File: src/rtl/wb_bus_mux.sv
// ---------------------------------------------------------------------------
// wb_bus_mux
//
// Single-master pipelined Wishbone multiplexer fanning one master out to NS
// slaves. The master request is latched and decoded against a per-slave
// base/mask table, with the lowest matching index winning. The block makes
// sure the master always receives a termination:
//   - an address that matches no slave is answered with wbm_err_o.
//   - a slave that never answers is cut off by a watchdog, and the master
//     sees wbm_err_o.
// The most recent bus fault is recorded in the err_* status outputs.
//
// Ports
//   wb_clk_i / wb_rst_i          clock, asynchronous active-low reset
//   wbm_cyc/stb/we/adr/dat/sel_i master request
//   wbm_dat_o/ack_o/err_o        registered master response
//   wbm_stall_o                  high while a transaction is outstanding
//   wbs_cyc_o/stb_o [NS]         per-slave cycle and strobe
//   wbs_we/adr/dat/sel_o         shared, latched request fields
//   wbs_dat_i [NS*DW]            packed slave read data
//   wbs_ack/err/stall_i [NS]     per-slave responses
//   err_clr_i                    clears err_valid_o
//   err_valid/cause/adr/count_o  last-fault record
//                                cause: 01 miss, 10 timeout, 11 slave err
// ---------------------------------------------------------------------------
module wb_bus_mux #(
  parameter int                NS             = 6,
  parameter int                AW             = 32,
  parameter int                DW             = 32,
  parameter logic [NS*AW-1:0]  SLAVE_ADDR     = '0,
  parameter logic [NS*AW-1:0]  SLAVE_MASK     = '0,
  parameter int                TIMEOUT_CYCLES = 256
) (
  input  logic               wb_clk_i,
  input  logic               wb_rst_i,
  input  logic               wbm_cyc_i,
  input  logic               wbm_stb_i,
  input  logic               wbm_we_i,
  input  logic [AW-1:0]      wbm_adr_i,
  input  logic [DW-1:0]      wbm_dat_i,
  input  logic [DW/8-1:0]    wbm_sel_i,
  output logic [DW-1:0]      wbm_dat_o,
  output logic               wbm_ack_o,
  output logic               wbm_err_o,
  output logic               wbm_stall_o,
  output logic [NS-1:0]      wbs_cyc_o,
  output logic [NS-1:0]      wbs_stb_o,
  output logic               wbs_we_o,
  output logic [AW-1:0]      wbs_adr_o,
  output logic [DW-1:0]      wbs_dat_o,
  output logic [DW/8-1:0]    wbs_sel_o,
  input  logic [NS*DW-1:0]   wbs_dat_i,
  input  logic [NS-1:0]      wbs_ack_i,
  input  logic [NS-1:0]      wbs_err_i,
  input  logic [NS-1:0]      wbs_stall_i,
  input  logic               err_clr_i,
  output logic               err_valid_o,
  output logic [1:0]         err_cause_o,
  output logic [AW-1:0]      err_adr_o,
  output logic [7:0]         err_count_o
);

  localparam int SW   = DW / 8;
  localparam int IW   = (NS > 1) ? $clog2(NS) : 1;
  localparam int WD_W = (TIMEOUT_CYCLES > 1) ? $clog2(TIMEOUT_CYCLES) : 1;
  localparam logic [WD_W-1:0] WD_LIMIT =
    WD_W'((TIMEOUT_CYCLES > 0) ? TIMEOUT_CYCLES - 1 : 0);

  localparam logic [1:0] CAUSE_MISS    = 2'b01;
  localparam logic [1:0] CAUSE_TIMEOUT = 2'b10;
  localparam logic [1:0] CAUSE_SLV_ERR = 2'b11;

  typedef enum logic [1:0] {
    ST_IDLE = 2'd0,
    ST_REQ  = 2'd1,
    ST_RESP = 2'd2
  } state_t;

  state_t            r_state, w_state_nxt;
  logic [IW-1:0]     r_idx;
  logic [WD_W-1:0]   r_wd_cnt;
  logic              r_we;
  logic [AW-1:0]     r_adr;
  logic [DW-1:0]     r_dat;
  logic [SW-1:0]     r_sel;
  logic              r_ack;
  logic              r_err;
  logic [DW-1:0]     r_rdat;
  logic              r_err_valid;
  logic [1:0]        r_err_cause;
  logic [AW-1:0]     r_err_adr;
  logic [7:0]        r_err_count;

  logic              w_hit;
  logic [IW-1:0]     w_hit_idx;
  logic              w_accept;
  logic              w_miss;
  logic              w_done_ack;
  logic              w_done_err;
  logic              w_timeout;
  logic              w_fault;
  logic [1:0]        w_fault_cause;
  logic [AW-1:0]     w_fault_adr;
  logic              w_sel_ack;
  logic              w_sel_err;
  logic              w_sel_stall;
  logic [DW-1:0]     w_sel_dat;
  logic              w_resp_ok;
  logic              w_wd_expired;

  // Address decode. Scanning from the top index down lets the lowest
  // matching slave overwrite any higher one, so it wins.
  // NOTE: every variable written in an always_comb gets a default first;
  // a path that leaves one unassigned would infer a latch.
  always_comb begin
    w_hit     = 1'b0;
    w_hit_idx = '0;
    for (int i = NS - 1; i >= 0; i--) begin
      if ((wbm_adr_i & SLAVE_MASK[AW*i +: AW]) ==
          (SLAVE_ADDR[AW*i +: AW] & SLAVE_MASK[AW*i +: AW])) begin
        w_hit     = 1'b1;
        w_hit_idx = IW'(i);
      end
    end
  end

  // Responses of the currently selected slave.
  assign w_sel_ack    = wbs_ack_i[r_idx];
  assign w_sel_err    = wbs_err_i[r_idx];
  assign w_sel_stall  = wbs_stall_i[r_idx];
  assign w_sel_dat    = wbs_dat_i[r_idx*DW +: DW];

  // A slave response counts once the strobe has been taken (REQ without
  // stall) or while waiting in RESP.
  assign w_resp_ok    = (r_state == ST_RESP) || !w_sel_stall;
  assign w_wd_expired = (TIMEOUT_CYCLES != 0) && (r_wd_cnt == WD_LIMIT);

  // Next-state and termination decode. Master abort has top priority,
  // then slave err over ack, then ack over the watchdog.
  always_comb begin
    w_state_nxt = r_state;
    w_accept    = 1'b0;
    w_miss      = 1'b0;
    w_done_ack  = 1'b0;
    w_done_err  = 1'b0;
    w_timeout   = 1'b0;
    unique case (r_state)
      ST_IDLE: begin
        if (wbm_cyc_i && wbm_stb_i) begin
          if (w_hit) begin
            w_accept    = 1'b1;
            w_state_nxt = ST_REQ;
          end else begin
            w_miss      = 1'b1;
          end
        end
      end
      ST_REQ, ST_RESP: begin
        if (!wbm_cyc_i) begin
          w_state_nxt = ST_IDLE;
        end else if (w_resp_ok && w_sel_err) begin
          w_done_err  = 1'b1;
          w_state_nxt = ST_IDLE;
        end else if (w_resp_ok && w_sel_ack) begin
          w_done_ack  = 1'b1;
          w_state_nxt = ST_IDLE;
        end else if (w_wd_expired) begin
          w_timeout   = 1'b1;
          w_state_nxt = ST_IDLE;
        end else if (r_state == ST_REQ && !w_sel_stall) begin
          w_state_nxt = ST_RESP;
        end
      end
      default: w_state_nxt = ST_IDLE;
    endcase
  end

  assign w_fault = w_miss || w_done_err || w_timeout;

  always_comb begin
    w_fault_cause = CAUSE_SLV_ERR;
    w_fault_adr   = r_adr;
    if (w_miss) begin
      w_fault_cause = CAUSE_MISS;
      w_fault_adr   = wbm_adr_i;   // not latched yet in the miss cycle
    end else if (w_timeout) begin
      w_fault_cause = CAUSE_TIMEOUT;
    end
  end

  // NOTE: sequential state uses non-blocking assignments so every register
  // samples pre-edge values regardless of statement order.
  always_ff @(posedge wb_clk_i or negedge wb_rst_i) begin
    if (!wb_rst_i) begin
      r_state  <= ST_IDLE;
      r_idx    <= '0;
      r_wd_cnt <= '0;
    end else begin
      r_state <= w_state_nxt;
      if (w_accept) begin
        r_idx    <= w_hit_idx;
        r_wd_cnt <= '0;
      end else if (r_state != ST_IDLE) begin
        r_wd_cnt <= r_wd_cnt + 1'b1;
      end
    end
  end

  // Request latch and registered master response.
  always_ff @(posedge wb_clk_i or negedge wb_rst_i) begin
    if (!wb_rst_i) begin
      r_we   <= 1'b0;
      r_adr  <= '0;
      r_dat  <= '0;
      r_sel  <= '0;
      r_ack  <= 1'b0;
      r_err  <= 1'b0;
      r_rdat <= '0;
    end else begin
      if (r_state == ST_IDLE && wbm_cyc_i && wbm_stb_i) begin
        r_we  <= wbm_we_i;
        r_adr <= wbm_adr_i;
        r_dat <= wbm_dat_i;
        r_sel <= wbm_sel_i;
      end
      r_ack <= w_done_ack;
      r_err <= w_fault;
      if (w_done_ack) begin
        r_rdat <= w_sel_dat;
      end
    end
  end

  // Fault record. A fault in the same cycle as err_clr_i keeps valid set.
  always_ff @(posedge wb_clk_i or negedge wb_rst_i) begin
    if (!wb_rst_i) begin
      r_err_valid <= 1'b0;
      r_err_cause <= 2'b00;
      r_err_adr   <= '0;
      r_err_count <= 8'd0;
    end else begin
      if (w_fault) begin
        r_err_valid <= 1'b1;
        r_err_cause <= w_fault_cause;
        r_err_adr   <= w_fault_adr;
        if (r_err_count != 8'hFF) begin
          r_err_count <= r_err_count + 8'd1;
        end
      end else if (err_clr_i) begin
        r_err_valid <= 1'b0;
      end
    end
  end

  // Slave-side strobes come straight from the state register, so a reset or
  // exit from REQ/RESP drops them without waiting for an edge.
  assign wbs_cyc_o   = (r_state != ST_IDLE) ? (NS'(1) << r_idx) : '0;
  assign wbs_stb_o   = (r_state == ST_REQ)  ? (NS'(1) << r_idx) : '0;
  assign wbm_stall_o = (r_state != ST_IDLE);

  assign wbs_we_o    = r_we;
  assign wbs_adr_o   = r_adr;
  assign wbs_dat_o   = r_dat;
  assign wbs_sel_o   = r_sel;

  assign wbm_dat_o   = r_rdat;
  assign wbm_ack_o   = r_ack;
  assign wbm_err_o   = r_err;

  assign err_valid_o = r_err_valid;
  assign err_cause_o = r_err_cause;
  assign err_adr_o   = r_err_adr;
  assign err_count_o = r_err_count;

endmodule

File: config.mk
export PLATFORM = sky130hd
export DESIGN_NAME = wb_bus_mux
export DESIGN_NICKNAME = d
export VERILOG_FILES = /design/src/rtl/wb_bus_mux.sv
export SDC_FILE = /design/constraint.sdc
export NUM_CORES = 1
export LEC_CHECK = 0
export ABC_AREA = 0
export CORE_AREA = 10 10 165 167
export CTS_BUF_LIST = sky130_fd_sc_hd__clkbuf_4 sky130_fd_sc_hd__clkbuf_8 sky130_fd_sc_hd__clkbuf_16
export DETAILED_ROUTE_END_ITERATION = 7
export DIE_AREA = 0 0 175 177
export GPL_TIMING_DRIVEN = 0
export PLACE_DENSITY_LB_ADDON = 0.12
export SKIP_LAST_GASP = 1
export SYNTH_ARGS = -nofsm -noshare
export SYNTH_HDL_FRONTEND = slang
export SYNTH_SLANG_ARGS = --single-unit
File: constraint.sdc
create_clock -name wb_clk_i -period 5 [get_ports wb_clk_i]
set_input_delay 1 -clock wb_clk_i [delete_from_list [all_inputs] [get_ports wb_clk_i]]
set_output_delay 1 -clock wb_clk_i [all_outputs]
set_load 0.05 [all_outputs]
==> results of run 1 <==
[area by class of cell]
| cell class | count | area [µm²] | share of cell area |
|---|---|---|---|
| sequential | 156 | 3900 | 0.393 |
| timing repair buffer | 258 | 2610 | 0.262 |
| multi-input combinational | 226 | 2210 | 0.222 |
| clock buffer | 17 | 425 | 0.0428 |
| tap | 324 | 405 | 0.0408 |
| buffer | 27 | 205 | 0.0207 |
| clock inverter | 14 | 158 | 0.0159 |
| inverter | 6 | 22.5 | 0.00227 |
| antenna | 1 | 2.50 | 0.000252 |
[how the worst min path moves through the flow]
stage / start / depth (start not counted) / slack (ns) / to
finish: r_wd_cnt[7] / 1 / 0.48 / r_wd_cnt[7]
global route: err_cause_o[0] / 2 / 0.50 / err_cause_o[0]
CTS: r_wd_cnt[7] / 1 / 0.48 / r_wd_cnt[7]
detailed placement: err_cause_o[0] / 2 / 0.47 / err_cause_o[0]
global placement: wbm_dat_o[9] / 1 / 0.47 / wbm_dat_o[9]
floorplan: r_wd_cnt[7] / 1 / 0.45 / r_wd_cnt[7]
[metal layers]
| metal | vias to the layer above | track usage |
|---|---|---|
| li1 | 2000 | - |
| met1 | 2081 | 0.143 |
| met2 | 208 | 0.174 |
| met3 | 19 | 0.0764 |
| met4 | 0 | 0.0427 |
| met5 | - | 0 |
[power by group]
group / switching (mW) / internal, mW / leakage [nW]
sequential: 0.328 / 1.83 / 1.90
clock: 0.562 / 0.747 / 0.289
combinational: 2.66 / 1.49 / 2.06
total: 3.55 / 4.06 / 4.25
[registers in the layout, indices dropped and copies added (netlist names), 2 cells and up]
name / flops
wbs_dat_o: 32
err_count_o: 8
wbs_sel_o: 4
r_wd_cnt: 8
err_cause_o: 2
r_state: 2
err_adr_o: 32
wbm_dat_o: 32
wbs_adr_o: 32
[stage by stage]
stage,area (µm²),TNS [ns]
final,9930,0
after global placement,9320,-559.08
after CTS,9930,0
after detailed placement,9350,0
after global routing,9930,0
after floorplan,6340,0
[placed cells by master, fill, tap and decap left out, drive strengths merged, types with 3 or more instances in the layout]
master,count
and2,3
and3,5
buf,29
clkbuf,17
clkdlybuf4s50,256
clkinv,3
conb,10
dfrtp,156
ha,6
inv,14
mux2,136
nand2,11
nand2b,4
nand3,10
nor2,3
o21ai,6
xor2,3
[worst max-delay path: stages (launching register included)]
cell and delay (ns):
dfrtp_1 0.38, inv_1 0.09, ha_1 0.26, inv_1 0.13
buf_4 0.12, clkdlybuf4s50_1 0.79
[cells by family (layout without fill, tap and decap cells)]
logic type,Yosys count,after routing,synth area share
compound gates,26,26,0.0337
xor+xnor,3,3,0.00417
other cells,1,11,0.000595
buf+inv,33,322,0.0361
mux,137,137,0.253
flops,156,156,0.619
fa+ha+maj,6,6,0.0119
simple gates,44,44,0.0409
[cells in the mapped netlist, types with 4 or more instances]
master and n:
dfrtp_1 156, mux2_2 99, mux2_1 22, mux2_4 15, buf_4 11, nand2_1 10
nand3_1 9, buf_2 7, ha_1 6, inv_1 6, o21ai_0 6, buf_6 5
nand2b_1 4
==> summary.txt, run 1 <==
Outcome
  – Status: complete, no violations

Clock tree
  – Total CTS buffers: 17
  – Post-cts repair resize count: 0
  – Clock root cell: clkbuf_16
  – CTS Buffer Depth: 2
  – H-tree depth: 4
  – CTS tree: done
  – Clk slew on worst S/H paths: approximately 0.060 ns
  – Postcts setup bufs: 0
  – Worst skew pair latency: roughly 0.42 ns
  – Hold Buf Count CTS: 0
  – Number of clock sinks: around 160

Global route
  – First-pass GRT wire length: 29000 µm
  – Initial antenna violation count: 1
  – GR Overflow Total: 0
  – Number of global-route vias before repair: 4782
  – Largest net degree at the start of global routing: 85
  – Total track usage: 0.121

Floorplan
  – Area of the core: between 20000 and 25000 µm²
  – Starting Density: 0.263
  – Die footprint: between 30000 and 40000 µm²
  – Die H: around 180 µm
  – I/O pins: around 440
  – Die Width: ~180 µm
  – Row Count: 57

Worst setup path
  – Worst setup path endpoint: wbs_cyc_o[0]
  – Worst Setup SP: r_state[0]
  – Critical Path End Type: primary output
  – Worst r2r dst: err_adr_o[15]
  – WP data required: 4.00 ns
  – CP Class: register to primary output
  – Crit-path max FO: 5
  – Worst Path Arrival: 2.18 ns
  – R2R Setup Slk: between 2 and 3 ns
  – Reg2reg start: r_state[0]
  – Worst Reg-to-Reg Cells: 8
  – Critical Path Source Type: register

Synth
  – Synth Cell Area: around 6300 µm²
  – Main synth FF type: dfrtp_1
  – Synthesis-stage register bit count: 156
  – Post-synth EDFFs: 0
  – Yosys warning count: 0
  – Ys async rst share: 1.00
  – Synth area leader: dfrtp_1
  – Syn Area/Cell: between 15 and 20 µm²
  – Sequential area share after synthesis: 0.619
  – Top cells by area, synth: dfrtp_1 62%, mux2_2 18%, mux2_1 3.9%, mux2_4 3.6%, buf_4 1.3%
  – Library cells used by synthesis: 46
  – Syn Inst Count: ~400
  – Synth top area share: 0.619

Detailed routing
  – ANT nets after route: 0
  – Vias per inst: 4.19
  – DRC Markers: 0
  – Highest Signal Layer: met4
  – DR iter-0 viols: ~160
  – Routed via count: ~4300
  – WL met2: between 8000 and 9000 µm
  – WL/cell: 18.2 µm
  – Drt total wl: about 19000 µm
  – TritonRoute pass-1 iters: 4
  – Met3 routed WL: ~2400 µm
  – WL met1: approximately 8000 µm

Final layout
  – Final design utilization: 0.415
  – Syn-to-layout area delta: 57.6%
  – Layout fillers: about 2300
  – Ratio of cells with drive above 1 in the final layout: 0.254
  – NumNets Final: 982
  – Finished Layout Cells: just over 1000

Pwr
  – Leak pwr: approximately 4.3 nW
  – Power consumption: around 7.6 mW
  – Worst VDD drop: around 0.00034 V
  – Power density cells: 766 nW/µm²

Run
  – Max-cap violations: 0

Placement
  – Routability Congestion: roughly 0.74
  – Total placed cells including tap cells: 997
  – Post-DP HPWL: 14500 µm
  – Dpl ws: between 2 and 2.5 ns
  – Buffers on Ports: roughly 260

Timing
  – Max Clock Freq: about 310 MHz
  – Final setup vio count: 0
  – Post-layout min period: around 3.2 ns
  – Worst-Margin Slew: roughly 0.66 ns
  – RSZ-0062 raised after global routing: no
  – Final hold slack: 0.481 ns
  – Period utilization: 0.635
  – Setup slack after layout: 1.82 ns
  – Slew margin rel.: 0.558
  – Final hold violation count: 0
  – Clock Skew: around 0.012 ns
  – Final Max Tran Viols: 0

Min path
  – Hold Path Class: register to register
Power figures use the tool's default switching activity.
==> run 2, diff against run 1 <==
==> constraint.sdc (replaced) <==
create_clock -name wb_clk_i -period 2.85 [get_ports wb_clk_i]
set_input_delay 0.57 -clock wb_clk_i [delete_from_list [all_inputs] [get_ports wb_clk_i]]
set_output_delay 0.57 -clock wb_clk_i [all_outputs]
set_load 0.05 [all_outputs]
==> run 2 against run 1 <==
  * Clock-buffer cell count unchanged
  * Worst hold slack got worse by 0.33 ns
  * Global-route usage unchanged
  * Die area unchanged
  * Clock power increased by 76%
  * Register-to-register slack got worse by 2.2 ns
  * Combinational power increased by 75%
  * Core utilization about the same
  * Critical endpoint is now wbm_stall_o
==> summary.txt, run 2 (synthesized netlist as in run 1, its figures left out) <==
Global route
  – Total track usage: 0.121
  – Largest net degree at the start of global routing: 85
  – GR Overflow Total: 0
  – First-pass GRT wire length: between 20000 and 30000 µm
  – Initial antenna violation count: 1
  – Number of global-route vias before repair: 4782

Placement
  – Post-DP HPWL: ~14000 µm
  – Dpl ws: approximately 0.32 ns
  – Routability Congestion: about 0.74
  – Area after DPL: 9350 µm²
  – Buffers on Ports: ~260

Final layout
  – Syn-to-layout area delta: 57.6%
  – Ratio of cells with drive above 1 in the final layout: 0.254
  – Commonest cells after routing, fill and taps aside: 255 x clkdlybuf4s50_1, 156 x dfrtp_1, 99 x mux2_2, 22 x mux2_1, 17 x clkbuf_16
  – Commonest non-fill, non-tap cell in the layout: clkdlybuf4s50_1
  – Final instance area: between 9000 and 10000 µm²
  – NumNets Final: roughly 1000
  – Final design utilization: 0.415

Worst setup path
  – Crit-path max FO: 5
  – Most used cell along the critical path: inv_1
  – Worst Reg-to-Reg Cells: 8
  – Worst Path Arrival: 2.10 ns
  – Cell Chain, Critical Path: inv_1 > ha_1 > inv_1 > clkdlybuf4s50_1
  – Worst path top cell family by delay: buffers and inverters
  – CP Class: register to primary output
  – Buf/Inv on CP: 3
  – Critical Path Source Type: register
  – WP data required: roughly 2.3 ns
  – Critical Path End Type: primary output
  – CP Depth: 4
  – Slowest CP cell: clkdlybuf4s50_1
  – CP max stage delay: 0.82 ns

Timing
  – Final Max Tran Viols: 0
  – Final hold violation count: 0
  – Final setup vio count: 0
  – Period utilization: 0.935
  – Slew margin rel.: 0.558
  – Setup slack after layout: about 0.18 ns
  – Clock Skew: around 0.012 ns
  – Post-layout min period: roughly 2.7 ns
  – RSZ-0062 raised after global routing: no
  – Worst-Margin Slew: ~0.66 ns
  – Max Clock Freq: between 300 and 400 MHz
  – Final TNS setup: 0 ns

Min path
  – Hold Path Class: primary input to asynchronous set/reset pin

Clock tree
  – Total CTS buffers: 17
  – CTS Buffer Depth: 2
  – Hold Buf Count CTS: 0
  – Clock root cell: clkbuf_16
  – Number of clock sinks: about 160
  – Clk slew on worst S/H paths: around 0.070 ns
  – Worst skew pair latency: 0.42 ns
  – H-tree depth: 4
  – CTS tree: done

Floorplan
  – Starting Density: 0.263
  – Die Width: between 150 and 200 µm
  – I/O pins: 443
  – Die footprint: between 30000 and 40000 µm²
  – Die H: around 180 µm
  – Area of the core: between 20000 and 25000 µm²
  – Row Count: 57

Detailed routing
  – TritonRoute pass-1 iters: 4
  – DRC Markers: 0
  – ANT nets after route: 0
  – WL/cell: about 18 µm
  – DR iter-0 viols: 161
  – Drt total wl: roughly 19000 µm
  – Vias per inst: approximately 4.2
  – Routed via count: 4308

Pwr
  – Power consumption: between 10 and 15 mW
  – Worst VDD drop: between 0.0005 and 0.0006 V
  – Power density cells: about 1300 nW/µm²
  – Leak pwr: approximately 4.3 nW

Run
  – Max-cap violations: 0

Outcome
  – Status: complete, no violations
==> run 2: area by class of cell <==
class / count / area [µm²]
fillers: 2258 / 14000
flip-flops and latches: 156 / 3900
repair buffers: 258 / 2610
multi-input cells: 226 / 2210
clock buffers: 17 / 425
well taps: 324 / 405
plain buffers: 27 / 205
clock inverters: 14 / 158
inverters: 6 / 22.5
diodes: 1 / 2.50
==> run 2: metrics by stage <==
stage,instances,hold WS [ns]
5_1_grt,1028,0.183
3_3_place_gp,996,0.466
3_5_place_dp,997,0.473
2_1_floorplan,415,0.274
6_report,1029,0.148
4_1_cts,1028,0.160
==> run 2: where the power goes <==
part	leakage [nW]	internal [mW]	total (mW)	switching [mW]
clock	0.289	1.31	2.30	0.987
sequential	1.90	3.20	3.78	0.575
combinational	2.08	2.61	7.28	4.67
total	4.27	7.12	13.4	6.23
==> run 2: worst paths after layout <==
check	start	to	slack, ns
max in group asynchronous	wb_rst_i	wbs_dat_o[29]	1.88
min in group wb_clk_i	r_wd_cnt[7]	r_wd_cnt[7]	0.48
worst max-delay path	r_state[0]	wbm_stall_o	0.18
worst min register to register	r_wd_cnt[7]	r_wd_cnt[7]	0.48
worst min-delay path	wb_rst_i	wbm_dat_o[28]	0.15
worst max register to register	r_state[0]	err_adr_o[15]	0.72
==> run 2: worst register-to-register path: stages, from the launching register on <==
cell       delay [ns]
dfrtp_1          0.38
inv_1            0.09
ha_1             0.28
and2_1           0.10
buf_2            0.18
o2111ai_4        0.24
nand2_4          0.23
buf_6            0.19
mux2_2           0.35
==> run 2: timing repair <==
item,CTS,global route
buffers inserted,0,0
resized for setup,0,1
endpoints found under the setup margin,0,1
==> run 2: per-layer routing <==
layer | wire length (µm) | GRT usage | part of all wire
met5 | 0 | 0 | 0
met1 | 8030 | 0.143 | 0.43
met3 | 2350 | 0.0764 | 0.13
met2 | 8060 | 0.174 | 0.43
met4 | 296 | 0.0427 | 0.016
==> run 3, diff against run 2 <==
--- a/config.mk
+++ b/config.mk
@@ -6,12 +6,14 @@
 export NUM_CORES = 1
 export LEC_CHECK = 0
 export ABC_AREA = 0
+export CAP_MARGIN = 25
 export CORE_AREA = 10 10 165 167
 export CTS_BUF_LIST = sky130_fd_sc_hd__clkbuf_4 sky130_fd_sc_hd__clkbuf_8 sky130_fd_sc_hd__clkbuf_16
 export DETAILED_ROUTE_END_ITERATION = 7
 export DIE_AREA = 0 0 175 177
 export GPL_TIMING_DRIVEN = 0
 export PLACE_DENSITY_LB_ADDON = 0.12
+export SETUP_SLACK_MARGIN = 0.02
 export SKIP_LAST_GASP = 1
 export SYNTH_ARGS = -nofsm -noshare
 export SYNTH_HDL_FRONTEND = slang
==> results of run 3 <==
Final layout, timing and power as in run 2 (identical DEF).
